[config.mk]
export PLATFORM = sky130hd
export DESIGN_NAME = adc_scan_sequencer
export DESIGN_NICKNAME = d
export VERILOG_FILES = /design/src/rtl/adc_scan_sequencer_pkg.sv /design/src/rtl/adc_next_channel.sv /design/src/rtl/adc_scan_sequencer.sv
export SDC_FILE = /design/constraint.sdc
export NUM_CORES = 1
export LEC_CHECK = 0
export ABC_AREA = 1
export BUFFER_PORTS_ARGS = -buffer_cell sky130_fd_sc_hd__buf_2
export CORE_ASPECT_RATIO = 0.6
export CORE_UTILIZATION = 60
export DETAILED_ROUTE_END_ITERATION = 10
export PLACE_DENSITY = 0.95
export SETUP_SLACK_MARGIN = 0.15
export SYNTH_ARGS = -nofsm -noshare
export SYNTH_HDL_FRONTEND = slang
export SYNTH_SLANG_ARGS = --single-unit
[constraint.sdc]
create_clock -name Clk -period 6 [get_ports Clk]
set_clock_uncertainty 0.05 [all_clocks]
set_input_delay 1.2 -clock Clk [delete_from_list [all_inputs] [get_ports Clk]]
set_output_delay 1.2 -clock Clk [all_outputs]
set_load 0.01 [all_outputs]
[src/rtl/adc_scan_sequencer_pkg.sv]
// adc_scan_sequencer_pkg: state encoding, OutData word layout and defaults shared by the scan sequencer
package adc_scan_sequencer_pkg;

    typedef enum logic [2:0] {IDLE, SELECT, SETTLE, ACQ, DRAIN, NEXT, DONE} scan_state_t;

    localparam int DRAIN_CYC_DEF = 8;

    // OutData = {first, ch[1:0], otr, data[11:0]}
    localparam int FIRST_BIT = 15;
    localparam int CH_LSB    = 13;
    localparam int OTR_BIT   = 12;
    localparam int DATA_W    = 12;

    function automatic logic [15:0] pack_word(input logic first, input logic [1:0] ch,
                                              input logic otr, input logic [DATA_W-1:0] data);
        logic [15:0] w;
        w                 = '0;
        w[FIRST_BIT]      = first;
        w[CH_LSB +: 2]    = ch;
        w[OTR_BIT]        = otr;
        w[DATA_W-1:0]     = data;
        return w;
    endfunction

endpackage

[src/rtl/adc_next_channel.sv]
// adc_next_channel: finds the lowest enabled channel at or above (or strictly above) the current one
module adc_next_channel #(
    parameter int NUM_CH = 4
) (
    input  logic [NUM_CH-1:0] mask,
    input  logic [1:0]        current,
    input  logic              include_current,
    output logic              found,
    output logic [1:0]        next_ch
);

    // scan downward so the lowest qualifying channel is the last one written
    always_comb begin
        found   = 1'b0;
        next_ch = 2'd0;
        for (int i = NUM_CH - 1; i >= 0; i--) begin
            if (mask[i] && (i > int'(current) || (include_current && i == int'(current)))) begin
                found   = 1'b1;
                next_ch = 2'(i);
            end
        end
    end

endmodule

[src/rtl/adc_scan_sequencer.sv]
// adc_scan_sequencer: steps the AD9220 acquisition path across enabled mux channels and tags each sample
module adc_scan_sequencer
    import adc_scan_sequencer_pkg::*;
#(
    parameter int NUM_CH    = 4,
    parameter int DRAIN_CYC = DRAIN_CYC_DEF
) (
    input  logic              Clk,
    input  logic              reset_n,
    input  logic              ScanStart,
    input  logic              ScanAbort,
    input  logic [NUM_CH-1:0] ChannelMask,
    input  logic [7:0]        SettleCycles,
    input  logic [7:0]        SamplesPerCh,
    input  logic              AdcData_en,
    input  logic [11:0]       AdcData,
    input  logic              ADC_OTR,
    input  logic              FifoFull,
    output logic [1:0]        MuxSel,
    output logic              AdcStart,
    output logic [15:0]       OutData,
    output logic              OutData_en,
    output logic              ScanBusy,
    output logic              ScanDone,
    output logic              OverflowErr
);

    scan_state_t       state;
    logic [NUM_CH-1:0] mask_q;
    logic [7:0]        settle_q, samples_q, tmr, cnt;
    logic [1:0]        cur_ch, nxt_ch;
    logic              nxt_found, settle_end, drain_end, last_sample;

    // in IDLE search the live mask from channel 0 inclusive, otherwise strictly above the current channel
    adc_next_channel #(.NUM_CH(NUM_CH)) u_next (
        .mask            (state == IDLE ? ChannelMask : mask_q),
        .current         (state == IDLE ? 2'd0 : cur_ch),
        .include_current (state == IDLE),
        .found           (nxt_found),
        .next_ch         (nxt_ch)
    );

    // a zero settle count still spends one cycle in SETTLE
    assign settle_end  = {1'b0, tmr} + 9'd1 >= {1'b0, settle_q};
    assign drain_end   = {1'b0, tmr} + 9'd1 >= 9'(DRAIN_CYC);
    assign last_sample = cnt + 8'd1 == samples_q;

    // scan state machine with registered outputs; abort overrides every transition
    always_ff @(posedge Clk or negedge reset_n) begin
        if (!reset_n) begin
            state       <= IDLE;
            mask_q      <= '0;
            settle_q    <= '0;
            samples_q   <= '0;
            cur_ch      <= '0;
            tmr         <= '0;
            cnt         <= '0;
            MuxSel      <= '0;
            AdcStart    <= 1'b0;
            OutData     <= '0;
            OutData_en  <= 1'b0;
            ScanBusy    <= 1'b0;
            ScanDone    <= 1'b0;
            OverflowErr <= 1'b0;
        end else begin
            ScanDone   <= 1'b0;
            OutData_en <= 1'b0;
            if (ScanAbort) begin
                state    <= IDLE;
                AdcStart <= 1'b0;
                ScanBusy <= 1'b0;
            end else begin
                case (state)
                    IDLE: if (ScanStart) begin
                        mask_q      <= ChannelMask;
                        settle_q    <= SettleCycles;
                        samples_q   <= SamplesPerCh;
                        OverflowErr <= 1'b0;
                        ScanBusy    <= 1'b1;
                        cur_ch      <= nxt_ch;
                        state       <= nxt_found ? SELECT : DONE;
                    end
                    SELECT: begin
                        MuxSel <= cur_ch;
                        tmr    <= '0;
                        state  <= SETTLE;
                    end
                    SETTLE: if (settle_end) begin
                        cnt      <= '0;
                        AdcStart <= samples_q != 8'd0;
                        state    <= samples_q == 8'd0 ? NEXT : ACQ;
                    end else begin
                        tmr <= tmr + 8'd1;
                    end
                    ACQ: if (AdcData_en) begin
                        cnt        <= cnt + 8'd1;
                        OutData_en <= !FifoFull;
                        if (FifoFull)
                            OverflowErr <= 1'b1;
                        else
                            OutData <= pack_word(cnt == 8'd0, cur_ch, ADC_OTR, AdcData);
                        if (last_sample) begin
                            AdcStart <= 1'b0;
                            tmr      <= '0;
                            state    <= DRAIN;
                        end
                    end
                    DRAIN: if (drain_end) state <= NEXT; else tmr <= tmr + 8'd1;
                    NEXT: begin
                        if (nxt_found) cur_ch <= nxt_ch;
                        state <= nxt_found ? SELECT : DONE;
                    end
                    DONE: begin
                        ScanDone <= 1'b1;
                        ScanBusy <= 1'b0;
                        state    <= IDLE;
                    end
                    default: state <= IDLE;
                endcase
            end
        end
    end

endmodule
### Yosys cells after proc, flatten, opt, wreduce, memory -nomap -nowiden

Index checks and enable logic that the tools add are counted.
W data, S select, Z words.

* muxes and demuxes: 47
* equality and inequality tests: 23
* $add $sub $neg: 3
* multiply operators: 0
* divide/modulo/power cells: 0
* bitwise gates (word level): 2
* shifts and indexed selects: 0
* $lt $le $gt $ge: 5
* reductions and logical operators: 33

Operator list (count)
* $mux W8: 6
* $pmux W8 S4: 1
* $mux W3: 8
* $mux W1: 18
* $pmux W3 S6: 1
* $add A8 B1 Y8 const B: 2
* $logic_not A8 Y1: 2
* $ne A2 B2 Y1 const B: 8
* $pmux W8 S2: 1
* $reduce_and A4 Y1: 4
* $ne A3 B3 Y1 const B: 5
* $mux W2: 7
* $reduce_and A5 Y1: 2
* $add A8 B1 Y9 const B: 1
* $eq A3 B3 Y1 const B: 3
* $ge A9 B4 Y1 const B: 1
* $ge A9 B8 Y1: 1
* $eq A8 B8 Y1: 1
* $logic_and A1 B1 Y1: 8
* $reduce_bool A8 Y1: 1
* $eq A3 B2 Y1 const B: 2
* $pmux W1 S2: 3
* $reduce_and A6 Y1: 1
* $reduce_bool A2 Y1: 3
* 16 further kinds: 23

* RAM bits: 0
* memories kept: 0
* register bits after elaboration: 64
* memory bits (read-only): 0
* bits in latches: 0

### Longest topological paths before layout

* depth in word-level cells: 14
* gate-level depth with buffers: 18

### Cells and area by module

From an unflattened synthesis, not the netlist that was laid out.

* cell total of the unflattened synthesis: 513
* area, all modules: 3686.0 um2

By module, submodules not included
* adc_scan_sequencer: seq. area each 1601.5 um2, area each 3572.2 um2, cells each 489, times used 1
* adc_next_channel: seq. area each 0.0 um2, area each 113.9 um2, cells each 24, times used 1

### Least setup slack after synthesis

OpenSTA, ideal clock, no wires.

* path type: input -> register
* from: input ScanAbort
* to: register OutData[10]
* arrival time: 2.394 ns
* cell stages on the path: 7
* path slack: 3.491 ns
* cells stage by stage: clkbuf_1 -> inv_1 -> nand4_1 -> clkbuf_1 -> clkbuf_1 -> nand2_1 -> nand2_1

* longest elaborated chain between the ends: 2

Ends and longest elaborated chain
* start: declaration: RTL line adc_scan_sequencer.sv:11 `input logic ScanAbort,`
* $not A1 Y1 (no source line)
* $reduce_and A4 Y1 (no source line)
* end signal: assignment: RTL line adc_scan_sequencer.sv:101 `OutData <= pack_word(cnt == 8'd0, cur_ch, ADC_OTR, AdcData);`
* end: declaration: RTL line adc_scan_sequencer.sv:21 `output logic [15:0] OutData,`

No other way between the ends.
A chain may end at the register's enable or synchronous reset.

### Final worst setup path

* from: register tmr[0]
* to: register cnt[1]

* longest elaborated chain between the ends: 4

Ends and longest elaborated chain
* start: declaration: RTL line adc_scan_sequencer.sv:30 `logic [7:0] settle_q, samples_q, tmr, cnt;`
* start signal: assignment: RTL line adc_scan_sequencer.sv:93 `tmr <= tmr + 8'd1;`
* $add A8 B1 Y9: RTL line adc_scan_sequencer.sv:44 `assign settle_end = {1'b0, tmr} + 9'd1 >= {1'b0, settle_q};`
* $ge A9 B8 Y1: RTL line adc_scan_sequencer.sv:44
* $ne A2 B2 Y1 (no source line)
* $reduce_and A4 Y1 (no source line)
* end signal: assignment: RTL line adc_scan_sequencer.sv:96 `cnt <= cnt + 8'd1;`
* end: declaration: RTL line adc_scan_sequencer.sv:30

No other way between the ends.

==> results.tsv <==
stage	metric	value	unit
global_routing	gr-total-overflow	0	
pwr	p_int	1024	uW
yosys	seq_area_frac_synth	0.4354	
cts	cts_buffers	9	
cts	cts-htree-levels	3	
worst_hold_path	worstHoldPathCells	2	
floorplanning	core_area	5702	um2
yosys	synth_common_cells	nand2_1 (171), dfrtp_1 (63), inv_1 (57)	
yosys	syn-num-nets	529	
routing	dr.pass1.iters	5	
timing	slew_headroom	0.3879	
global_routing	grt_usage	0.2754	
routing	drcViolationCount	0	
yosys	yosysTopAreaCell	dfrtp_1	
yosys	synth_warnings	0	
yosys	synth_edf_count	0	
final_layout	antennaDiodeCount	0	
floorplanning	num_rows	21	
routing	via_per_inst	5.304	
global_routing	antenna_found_initial	0	
worst_hold_path	hold_path.class	flop to flop	
yosys	synth.area.top_cells	dfrtp_1 (44%), nand2_1 (18%), inv_1 (5.9%)	
timing	rsz0062_at_grt	no	
final_layout	finalNonFillerCells	629	
yosys	ys.flop_type	dfrtp_1	
floorplanning	die_y	62.18	um
timing	fin_tns_setup	0	ns
pwr	ir_drop	0.2235	mV
routing	drt-total-wl	7.991	mm
placed_design	place_congestion	0.9393	
setup_path	cp_data_required_time	6.17	ns
run_status	status	finished, final reports clean	
floorplanning	initial_utilization	0.6351	
timing	finalHoldViolCount	0	
timing	period_share	0.4850	
routing	drt_iter0_markers	240	
routing	wl_per_cell	12.70	um
final_layout	nets	593	
yosys	ys_types	31	
pwr	p_leak	0.002292	uW
yosys	synth.most_common_cell	nand2_1	
cts	postCtsSetupBuffers	0	
global_routing	grt_pass1_wl	13.71	mm
pwr	power.density	416.5	nW/um2
setup_path	worstSetupStartpointType	flop	
timing	final-setup-viol-count	0	
final_layout	layout-drive-gt1-share	0.2113	
cts	clkTransAtPathRegs	0.07	ns
pwr	pwr-share-clk	0.219	
routing	ant_nets	0	
pwr	seqPwrFrac	0.372	
yosys	synth-seq-cells	63	
global_routing	grt_pass1_vias	3006	
setup_path	cp_max_fo	16	
final_layout	num-fill-cells	468	
cts	cts.sink_count	63	
floorplanning	ios	62	
placed_design	io_buffers	61	
timing	worst_slew_pin_slew	0.9159	ns
pwr	p_switching	715.5	uW
cts	cts_resized	0	
placed_design	dp.cells	613	
setup_path	setup.worst_path.end_class	flop	
timing	max_freq	343.6	MHz
floorplanning	die_area	6360	um2
pwr	p_comb_frac	0.409	
cts	clock_path_buffers	2	
cts	ctsHoldBuffers	0	
final_layout	fin_area	4178	um2
setup_path	cp.arrival	3.08	ns
yosys	synth_top_area_frac	0.4354	
placed_design	dpl_cell_area	3970	um2
cts	clk_latency	0.35	ns
cts	cts_root_buf	clkbuf_8	
timing	fin_crit	2.910	ns
floorplanning	fp.dieW	102.3	um
run	cap_viol_max_count	0	
final_layout	syn2layout_area_growth	15.38	%
global_routing	grt_max_degree	64	
placed_design	dp_hpwl	5.751	mm
setup_path	r2r_cells	16	
yosys	syn_area_per_cell	7.544	um2
yosys	syn_inst	480	
yosys	async_flop_share	1.000	
routing	vias	3336	
cts	cts_tree	built	
yosys	syn_area	3621	um2
timing	maxSlewViolCount	0	
pwr	netSwitchingFraction	0.4112	
setup_path	worstSetupPathType	flop to flop	
cell usage in the layout (no fill, tap or decap):
cell and count:
a31oi_1 1, clkbuf_8 10, nor2_1 29, ha_1 10, o21ai_2 15, or2_1 1, nand3b_1 3, o211a_1 1
nor3_1 6, nor2_4 2, nand4_1 13, xor2_1 3, bufinv_16 1, buf_2 61, nand2_2 2, inv_1 57
nor2_8 1, clkinvlp_4 3, a21oi_4 1, nand2_4 1, buf_4 1, a21oi_1 9, inv_2 5, o21ai_0 16
o21ai_1 5, nand3_1 39, nand2_1 171, nor2_2 7, o31ai_1 2, clkinv_4 2, o211ai_1 1, dfrtp_1 63
o21bai_1 2, nand3_2 4, xnor2_1 1
stage by stage:
stage          worst slack (ns)    util  total power (uW)  hold WS [ns]
6_report                  3.090  0.7327              1740        0.4235
5_1_grt                   2.775  0.7327              1882        0.4456
4_1_cts                   3.152  0.7327              1740        0.4268
3_5_place_dp              2.907  0.6963              1354        0.4098
3_3_place_gp              3.026  0.6963              1327        0.4075
2_1_floorplan             3.491       -              1173        0.3925
cell families after synthesis:
logic type	synth area share
xor+xnor	0.009677
simple gates	0.3414
buf+inv	0.08190
flops	0.4354
fa+ha+maj	0.03455
compound gates	0.09710
layer usage:
layer	track usage	vias up	routed length [um]
met5	0	-	0
met4	0.06429	0	98
met3	0.08108	13	657
met2	0.4128	132	3492
met1	0.3932	1532	3742
li1	-	1659	-
path summary, 6_finish.rpt:
kind | from | to | slack (ns)
setup / recovery | tmr[0]$_DFFE_PN0P_ | cnt[1]$_DFFE_PN0P_ | 3.09
hold / removal | mask_q[2]$_DFFE_PN0P_ | mask_q[2]$_DFFE_PN0P_ | 0.42
setup reg to reg | tmr[0]$_DFFE_PN0P_ | cnt[1]$_DFFE_PN0P_ | 3.09
hold reg to reg | mask_q[2]$_DFFE_PN0P_ | mask_q[2]$_DFFE_PN0P_ | 0.42
max in group asynchronous | reset_n | tmr[2]$_DFFE_PN0P_ | 4.42
min in group asynchronous | reset_n | OutData[2]$_DFFE_PN0P_ | 0.95
power by group through the flow:
stage               combinational [uW]  sequential, uW  clock, uW
global route                       812             664        406
detailed placement                 701             654          0
CTS                                709             646        385
global placement                   676             650          0
floorplan                          506             667          0
finish                             711             648        381
state kept, by name, summed over array words and instances (netlist names):
signal and count:
OutData_en 1, settle_q 8, tmr 8, state 3
mask_q 3, cur_ch 2, ScanDone 1, ScanBusy 1
MuxSel 2, AdcStart 1, OverflowErr 1, cnt 8
samples_q 8, OutData 16
final cells by class:
cell class,count,area [um2],share of cell area
clock buffer,10,137.6,0.03294
clock inverter,6,70.07,0.01677
inverter,62,232.7,0.05571
multi-input combinational,346,1748,0.4184
sequential,63,1577,0.3774
tap,80,100.1,0.02396
timing repair buffer,62,312.8,0.07487
worst max-delay path, stage by stage, from the launching register on:
cell and delay (ns):
dfrtp_1 0.43, ha_1 0.25, nand3_1 0.20, xor2_1 0.27, inv_1 0.08, ha_1 0.30
nand2_1 0.07, nor2_1 0.15, nand2_1 0.07, nand3_1 0.08, nand4_1 0.10, nand2_1 0.07
nand2_1 0.09, nand3_1 0.11, nand3_2 0.26, nand2_1 0.15, o21ai_0 0.09
Power figures use the tool's default switching activity.
